### config.mk
export PLATFORM = sky130hd
export DESIGN_NAME = pipeline_sequencer
export DESIGN_NICKNAME = d
export VERILOG_FILES = /design/src/rtl/pipe_ctrl_pkg.sv /design/src/rtl/hazard_detect.sv /design/src/rtl/pipeline_sequencer.sv
export SDC_FILE = /design/constraint.sdc
export NUM_CORES = 1
export LEC_CHECK = 0
export BUFFER_PORTS_ARGS = -buffer_cell sky130_fd_sc_hd__buf_2
export CELL_PAD_IN_SITES_DETAIL_PLACEMENT = 1
export CELL_PAD_IN_SITES_GLOBAL_PLACEMENT = 1
export CORE_ASPECT_RATIO = 0.75
export CORE_UTILIZATION = 45
export CTS_BUF_LIST = sky130_fd_sc_hd__clkbuf_8
export DETAILED_ROUTE_END_ITERATION = 6
export PLACE_DENSITY_LB_ADDON = 0.1
export SKIP_CTS_REPAIR_TIMING = 1
export SLEW_MARGIN = 20
export SYNTH_ARGS = -nofsm -noshare
export SYNTH_HDL_FRONTEND = slang
export SYNTH_SLANG_ARGS = --single-unit
### constraint.sdc
create_clock -name clk -period 4 [get_ports clk]
set_clock_uncertainty 0.2 [all_clocks]
set_input_delay 0 -clock clk [delete_from_list [all_inputs] [get_ports clk]]
set_output_delay 0 -clock clk [all_outputs]
set_load 0.005 [all_outputs]
### src/rtl/pipe_ctrl_pkg.sv
// Shared control definitions for the pipeline sequencer.
// FSM state encoding, drain depth default and the zero register id.
package pipe_ctrl_pkg;

    typedef enum logic [2:0] {
        IDLE  = 3'd0,
        RUN   = 3'd1,
        PAUSE = 3'd2,
        STEP  = 3'd3,
        DRAIN = 3'd4,
        DONE  = 3'd5
    } state_t;

    localparam int N_DRAIN_DEF = 4;

    localparam logic [4:0] REG_ZERO = 5'd0;

endpackage

### src/rtl/hazard_detect.sv
// Load-use hazard detector: a load in EX writing a register read in ID.
// Loads targeting the zero register never create a dependency.
module hazard_detect
    import pipe_ctrl_pkg::*;
#(
    parameter int NB_ADDR = 5
) (
    input  logic [NB_ADDR-1:0] id_rs_i,
    input  logic [NB_ADDR-1:0] id_rt_i,
    input  logic [NB_ADDR-1:0] ex_rt_i,
    input  logic               ex_mem_read_i,
    output logic               load_use_o
);

    logic rt_nonzero;
    logic rt_match;

    assign rt_nonzero = (ex_rt_i != NB_ADDR'(REG_ZERO));
    assign rt_match   = (ex_rt_i == id_rs_i) || (ex_rt_i == id_rt_i);
    assign load_use_o = ex_mem_read_i && rt_nonzero && rt_match;

endmodule

### src/rtl/pipeline_sequencer.sv
// Run/step/halt and hazard controller for the 5-stage pipeline.
// Only the FSM, drain counter and statistics counters are clocked.
module pipeline_sequencer
    import pipe_ctrl_pkg::*;
#(
    parameter int NB_ADDR = 5,
    parameter int NB_CNT  = 32,
    parameter int N_DRAIN = N_DRAIN_DEF
) (
    input  logic               clk,
    input  logic               i_rst,
    input  logic               i_mode_cont,
    input  logic               i_start,
    input  logic               i_step,
    input  logic               i_stop_id,
    input  logic               i_jump_id,
    input  logic [NB_ADDR-1:0] i_id_rs,
    input  logic [NB_ADDR-1:0] i_id_rt,
    input  logic [NB_ADDR-1:0] i_ex_rt,
    input  logic               i_ex_memRead,
    output logic               o_pc_en,
    output logic               o_if_id_en,
    output logic               o_if_id_flush,
    output logic               o_id_stall,
    output logic               o_pipe_halt,
    output logic               o_done,
    output logic [2:0]         o_state,
    output logic [NB_CNT-1:0]  o_cycle_cnt,
    output logic [NB_CNT-1:0]  o_stall_cnt
);

    localparam int NB_DRN = (N_DRAIN > 1) ? $clog2(N_DRAIN) : 1;

    state_t              state_q, state_d;
    logic [NB_DRN-1:0]   drn_q, drn_d;
    logic [NB_CNT-1:0]   cyc_q, cyc_d;
    logic [NB_CNT-1:0]   stl_q, stl_d;
    logic                haz;
    logic                adv;
    logic                load_use;

    hazard_detect #(
        .NB_ADDR (NB_ADDR)
    ) u_hazard (
        .id_rs_i       (i_id_rs),
        .id_rt_i       (i_id_rt),
        .ex_rt_i       (i_ex_rt),
        .ex_mem_read_i (i_ex_memRead),
        .load_use_o    (haz)
    );

    assign adv      = (state_q == RUN) || (state_q == STEP) ||
                      (state_q == DRAIN);
    assign load_use = adv && (state_q != DRAIN) && haz;

    always_comb begin
        state_d       = state_q;
        drn_d         = drn_q;
        o_pc_en       = 1'b0;
        o_if_id_en    = 1'b0;
        o_if_id_flush = 1'b0;
        o_id_stall    = 1'b0;
        o_pipe_halt   = 1'b1;
        o_done        = 1'b0;
        unique case (state_q)
            IDLE: begin
                if (i_start)
                    state_d = i_mode_cont ? RUN : STEP;
                else if (i_step)
                    state_d = STEP;
            end
            RUN, STEP: begin
                o_pipe_halt = 1'b0;
                if (i_stop_id) begin
                    // HALT in ID: keep stages moving, kill the trailing fetch
                    o_if_id_en    = 1'b1;
                    o_if_id_flush = 1'b1;
                    o_id_stall    = 1'b1;
                    state_d       = DRAIN;
                    drn_d         = NB_DRN'(N_DRAIN - 1);
                end else begin
                    if (load_use) begin
                        o_id_stall = 1'b1;
                    end else begin
                        o_pc_en       = 1'b1;
                        o_if_id_en    = 1'b1;
                        o_if_id_flush = i_jump_id;
                    end
                    if (state_q == STEP)
                        state_d = PAUSE;
                end
            end
            PAUSE: begin
                if (i_step)
                    state_d = STEP;
            end
            DRAIN: begin
                o_pipe_halt   = 1'b0;
                o_if_id_en    = 1'b1;
                o_if_id_flush = 1'b1;
                o_id_stall    = 1'b1;
                if (drn_q == '0)
                    state_d = DONE;
                else
                    drn_d = drn_q - NB_DRN'(1);
            end
            DONE: begin
                o_done = 1'b1;
            end
            default: begin
                state_d = IDLE;
            end
        endcase
    end

    always_comb begin
        cyc_d = cyc_q;
        stl_d = stl_q;
        if (adv && !(&cyc_q))
            cyc_d = cyc_q + NB_CNT'(1);
        if (load_use && !(&stl_q))
            stl_d = stl_q + NB_CNT'(1);
    end

    always_ff @(posedge clk or posedge i_rst) begin
        if (i_rst) begin
            state_q <= IDLE;
            drn_q   <= '0;
            cyc_q   <= '0;
            stl_q   <= '0;
        end else begin
            state_q <= state_d;
            drn_q   <= drn_d;
            cyc_q   <= cyc_d;
            stl_q   <= stl_d;
        end
    end

    assign o_state     = state_q;
    assign o_cycle_cnt = cyc_q;
    assign o_stall_cnt = stl_q;

endmodule

* Word-level counts from Yosys, hierarchy flattened *
Index checks and enable logic that the tools add are counted.

word-level totals
  flip-flop bits (word level) = 69
  input bits = 23
  output and inout bits = 73
  word-level logic and storage cells = 64

cells by class
  add/sub/neg operators = 3
  eq/ne operators = 12
  multiplexer cells = 23
  bitwise logic cells = 1
  reduce and logical (&&, ||, !) cells = 21

operator list
  kind                   count
  $add 32x1->32 const B  2
  $reduce_and 32->1      2
  $mux 3                 5
  $pmux 3 s5             1
  $eq 5x5->1             2
  $mux 1                 10
  $eq 3x2->1 const B     2
  $eq 3x3->1 const B     2
  $logic_and 1x1->1      6
  $mux 2                 3
  $ne 3x3->1 const B     2
  $pmux 1 s2             3
  $reduce_and 3->1       2
  $reduce_bool 5->1      1
  $ne 2x2->1 const B     2
  $pmux 2 s2             1
  $eq 3x1->1 const B     1
  $logic_not 3->1        1
  $logic_or 1x1->1       3
  $reduce_or 3->1        1
  $logic_not 1->1        2
  $logic_not 2->1        1
  $ne 2x1->1 const B     1
  $reduce_bool 2->1      1
  3 further kinds        3

* Depth between registers and ports, before layout *
  word-level depth = 8
  gate-level depth with buffers = 8
  gate-level depth less buffers = 7

* By module *
From an unflattened synthesis, not the netlist that was laid out.

unflattened totals
  cells, all modules = 357
  area, all modules = 3601.0 µm²

by module, submodules not included
  module              instances  cells an instance  area an instance (µm²)  sequential area each (µm²)
  pipeline_sequencer  1          340                3475.8                  1726.7
  hazard_detect       1          17                 125.1                   0.0

* Least setup slack after synthesis *
Ideal clock, no wire load.

  path kind = reg-to-reg
  start = register cyc_q[10], in the netlist o_cycle_cnt[10]
  end = register cyc_q[1], in the netlist o_cycle_cnt[1]
  library setup time = 0.125 ns
  arrival = 1.833 ns
  required time = 3.675 ns
  setup slack = 1.842 ns
  cell stages (with the launch flop) = 8
  buffers on the path = 2
  period minus slack after synthesis = 2.158 ns
  cell sequence = dfrtp_1 and4_1 and2_1 clkbuf_1 and3_1 buf_2 a31oi_4 mux2_2

on the way
  cells in the longest elaborated chain, start to end = 3

RTL lines
  item                    RTL line                   source
  start, declared         pipeline_sequencer.sv:36   logic [NB_CNT-1:0] cyc_q, cyc_d;
  start signal, assigned  pipeline_sequencer.sv:134  cyc_q <= cyc_d;
  $reduce_and 32->1       pipeline_sequencer.sv:119  if (adv && !(&cyc_q))
  $logic_not 1->1         pipeline_sequencer.sv:119
  $logic_and 1x1->1       pipeline_sequencer.sv:119

Every way passes these cells.
A chain may end at the register's enable or synchronous reset.

* Final worst setup path *
  start = input i_mode_cont
  end = register state_q[1], in the netlist o_state[1]

on the way
  cells in the longest elaborated chain, start to end = 3

RTL lines
  item                  RTL line                   source
  start, declared       pipeline_sequencer.sv:12   input logic i_mode_cont,
  $mux 2                pipeline_sequencer.sv:68   state_d = i_mode_cont ? RUN : STEP;
  $mux 3                pipeline_sequencer.sv:67   if (i_start)
  $pmux 3 s5            pipeline_sequencer.sv:65   unique case (state_q)
  end signal, assigned  pipeline_sequencer.sv:132  state_q <= state_d;
  end, declared         pipeline_sequencer.sv:34   state_t state_q, state_d;

Every way passes these cells.

==> reports/results.ini <==
[timing]
fin_crit_ps=2714
relSlewSlack_pct=41.33
grt_setup_unrepaired=false
slew_violations=0
fmaxAchievable_mhz=368.5
setup_tns_ps=0
finalHoldViolations=0
post-route-period-util_pct=67.85
finalSetupViolations=0
worst_pin_slew_ps=879.1

[detailed_routing]
first_pass_iters=4
first_iter_violations=134
wl_mm=9.222
via_per_inst=5.343
drcViolationCount=0
vias=2901
wl_per_cell_um=16.98
detail-route-antenna-nets=0

[floorplanning]
ios=96
die_area_mm2=0.008140
die_w_um=103.8
coreArea_mm2=0.007432
die_h_um=78.39
initial_core_util_pct=47.10
row_count=27

[placement]
port_buffers=95
hpwl_mm=6.657
globalplace.congestion=0.8111

[synthesis]
synthAdderAreaFrac_pct=1.072
synth_fp_nets=354
syn_area_per_cell_um2=10.67
synth_top_family_by_area=simple AND/OR/NAND/NOR gates
ys_async_sr_fraction_pct=100.0
synth_compound_area_share_pct=5.289
synth-edff-count=0
syn_inst=328
ys.warnings.count=0
netlist_area_mm2=0.003501
synth_seq_area_share_pct=49.32
synth-xor-area-share_pct=17.51
yosys.area_share.simple_pct=23.98
synthMuxAreaShare_pct=0.6433
ys.flop_type=dfrtp_1
synth-seq-cells=69
synth_cell_types=48

[cts]
clk_pin_slew_ps=80
clock_path_buffers=2
cts_tree=yes
clk-insertion-delay-late_ps=350
cts-buffers-inserted=9
cts_sinks=69
cts_root_buf=clkbuf_8
cts_max_level=3

[global_route]
grt_overflow=0
grt_usage_pct=24.11
grt_pass1_wl_mm=15.31
grt_pass1_vias=3000
antenna_found_initial=0
grt_max_degree=52

[finish]
drive_gt1_share_pct=29.64
final_util_pct=59.02
n_fill_cell=866
fin_nets=463
diodes=0
areaGrowthSynthToFinish_pct=25.30

[run_status]
status=completed

[flow_run]
maxCapViolations=0

[pwr]
clkPwrFrac_pct=33.3
ir_worst_vdd_mv=0.2703
p_sw_share_pct=31.40
cellLeakagePower_uw=0.002206
comb_power_share_pct=22.2
p_int_uw=1331
p_switching_uw=609.2
power.density_mw_per_mm2=442.3
seqPwrFrac_pct=44.5

[critical_path]
crit_arrival_ps=2800
cp.required_ps=4090
path_class=in2reg
worstPathMaxFanout=1
end_kind=register
cp-start-kind=input port

[worst_hold_path]
hold_class=in2out

## through the flow
step / total power [uW] / worst slack (ps) / hold WS (ps) / instance area [um^2] / std cells
6_report: 1940 / 1286 / 147.5 / 4387 / 543
5_1_grt: 2051 / 1232 / 183.7 / 4387 / 543
4_1_cts: 1928 / 1426 / -249.5 / 4295 / 534
3_5_place_dp: 1280 / 1430 / 131.3 / 4071 / 518
3_3_place_gp: 1255 / 1581 / 133.3 / 4071 / 518
2_1_floorplan: 1103 / 1842 / -62.47 / 3501 / 328
## cell usage in the layout (no fill, tap or decap), types with 2 or more instances in the layout
| master | n |
|---|---|
| mux2_2 | 2 |
| nor3b_1 | 4 |
| nor4_1 | 3 |
| nor3_1 | 12 |
| dlygate4sd3_1 | 9 |
| nor3_2 | 2 |
| dfrtp_1 | 69 |
| clkbuf_8 | 10 |
| a31oi_4 | 2 |
| and3_1 | 13 |
| buf_2 | 95 |
| xor2_1 | 26 |
| o21ai_0 | 2 |
| clkinv_2 | 3 |
| bufinv_16 | 2 |
| xnor2_1 | 44 |
| nand3_1 | 16 |
| a21oi_1 | 7 |
| a21o_1 | 2 |
| nand4_1 | 22 |
| inv_1 | 9 |
| nand2_1 | 33 |
| and4_1 | 5 |
| ha_1 | 3 |
| nor2_1 | 17 |
| and2_1 | 3 |
## cell type report
class	instances	area, um^2	share of cell area [%]
clock buffers	10	137.6	3.137
clock inverters	6	86.33	1.968
inverters	10	38.79	0.8842
multi-input cells	242	1698	38.71
flip-flops and latches	69	1727	39.36
well taps	101	126.4	2.881
repair buffers	105	573.1	13.06
## registers in the layout, summed over array words and instances, names as in the netlist
| name | flops |
|---|---|
| o_cycle_cnt | 32 |
| o_stall_cnt | 32 |
| o_state | 3 |
| drn_q | 2 |
## per-layer routing
layer,vias up,share of wire [%],global-route usage (%)
li1,1368,-,-
met1,1457,46,32.92
met2,72,48,38.47
met3,4,4.7,6.312
met4,0,0.54,5.714
met5,-,0,0
## worst max-delay path, cell delays in order
cell and delay (ps):
dlygate4sd3_1 530, buf_2 120, nand2_1 50, dlygate4sd3_1 530, o21ai_0 80, dlygate4sd3_1 580, a221oi_1 320, dlygate4sd3_1 600
## power by group through the flow
stage / combinational, uW / sequential, uW / clock [uW]
global route: 485 / 875 / 691
floorplan: 263 / 840 / 0
finish: 431 / 863 / 647
CTS: 411 / 859 / 658
detailed placement: 407 / 873 / 0
global placement: 393 / 862 / 0
## cell families (layout without fill, tap and decap cells)
group	after synthesis	count (layout)
simple gates	144	144
flops	69	69
fa+ha+maj	3	3
compound gates	23	23
xor+xnor	70	70
buf+inv	17	131
mux	2	2
## cell usage after synthesis (all sizes together) (2+ instances only)
library cell,n,area (um^2)
a21o,2,15.01
a21oi,8,43.79
a31oi,3,48.80
and2,3,18.77
and3,14,88.84
and4,6,53.80
buf,5,31.28
clkbuf,2,7.510
dfrtp,69,1727
ha,3,37.54
inv,10,37.54
mux2,2,22.52
nand2,33,123.9
nand3,17,90.09
nand4,23,158.9
nor2,17,63.81
nor3,14,80.08
nor3b,4,30.03
nor4,4,40.04
o21ai,3,15.01
or3b,2,17.52
or4,2,18.77
xnor2,44,385.4
xor2,26,227.7
## final timing paths
check	from	end	slack [ps]	cells after the start
min in group asynchronous	i_rst	o_cycle_cnt[29]	160	3
hold reg to reg	o_stall_cnt[15]	o_stall_cnt[15]	290	1
setup reg to reg	o_state[0]	o_stall_cnt[1]	1380	4
hold / removal	i_jump_id	o_if_id_flush	150	4
setup / recovery	i_mode_cont	o_state[1]	1290	8
max in group asynchronous	i_rst	o_stall_cnt[28]	2660	4
Note: power is estimated with default switching activity, not from simulation.
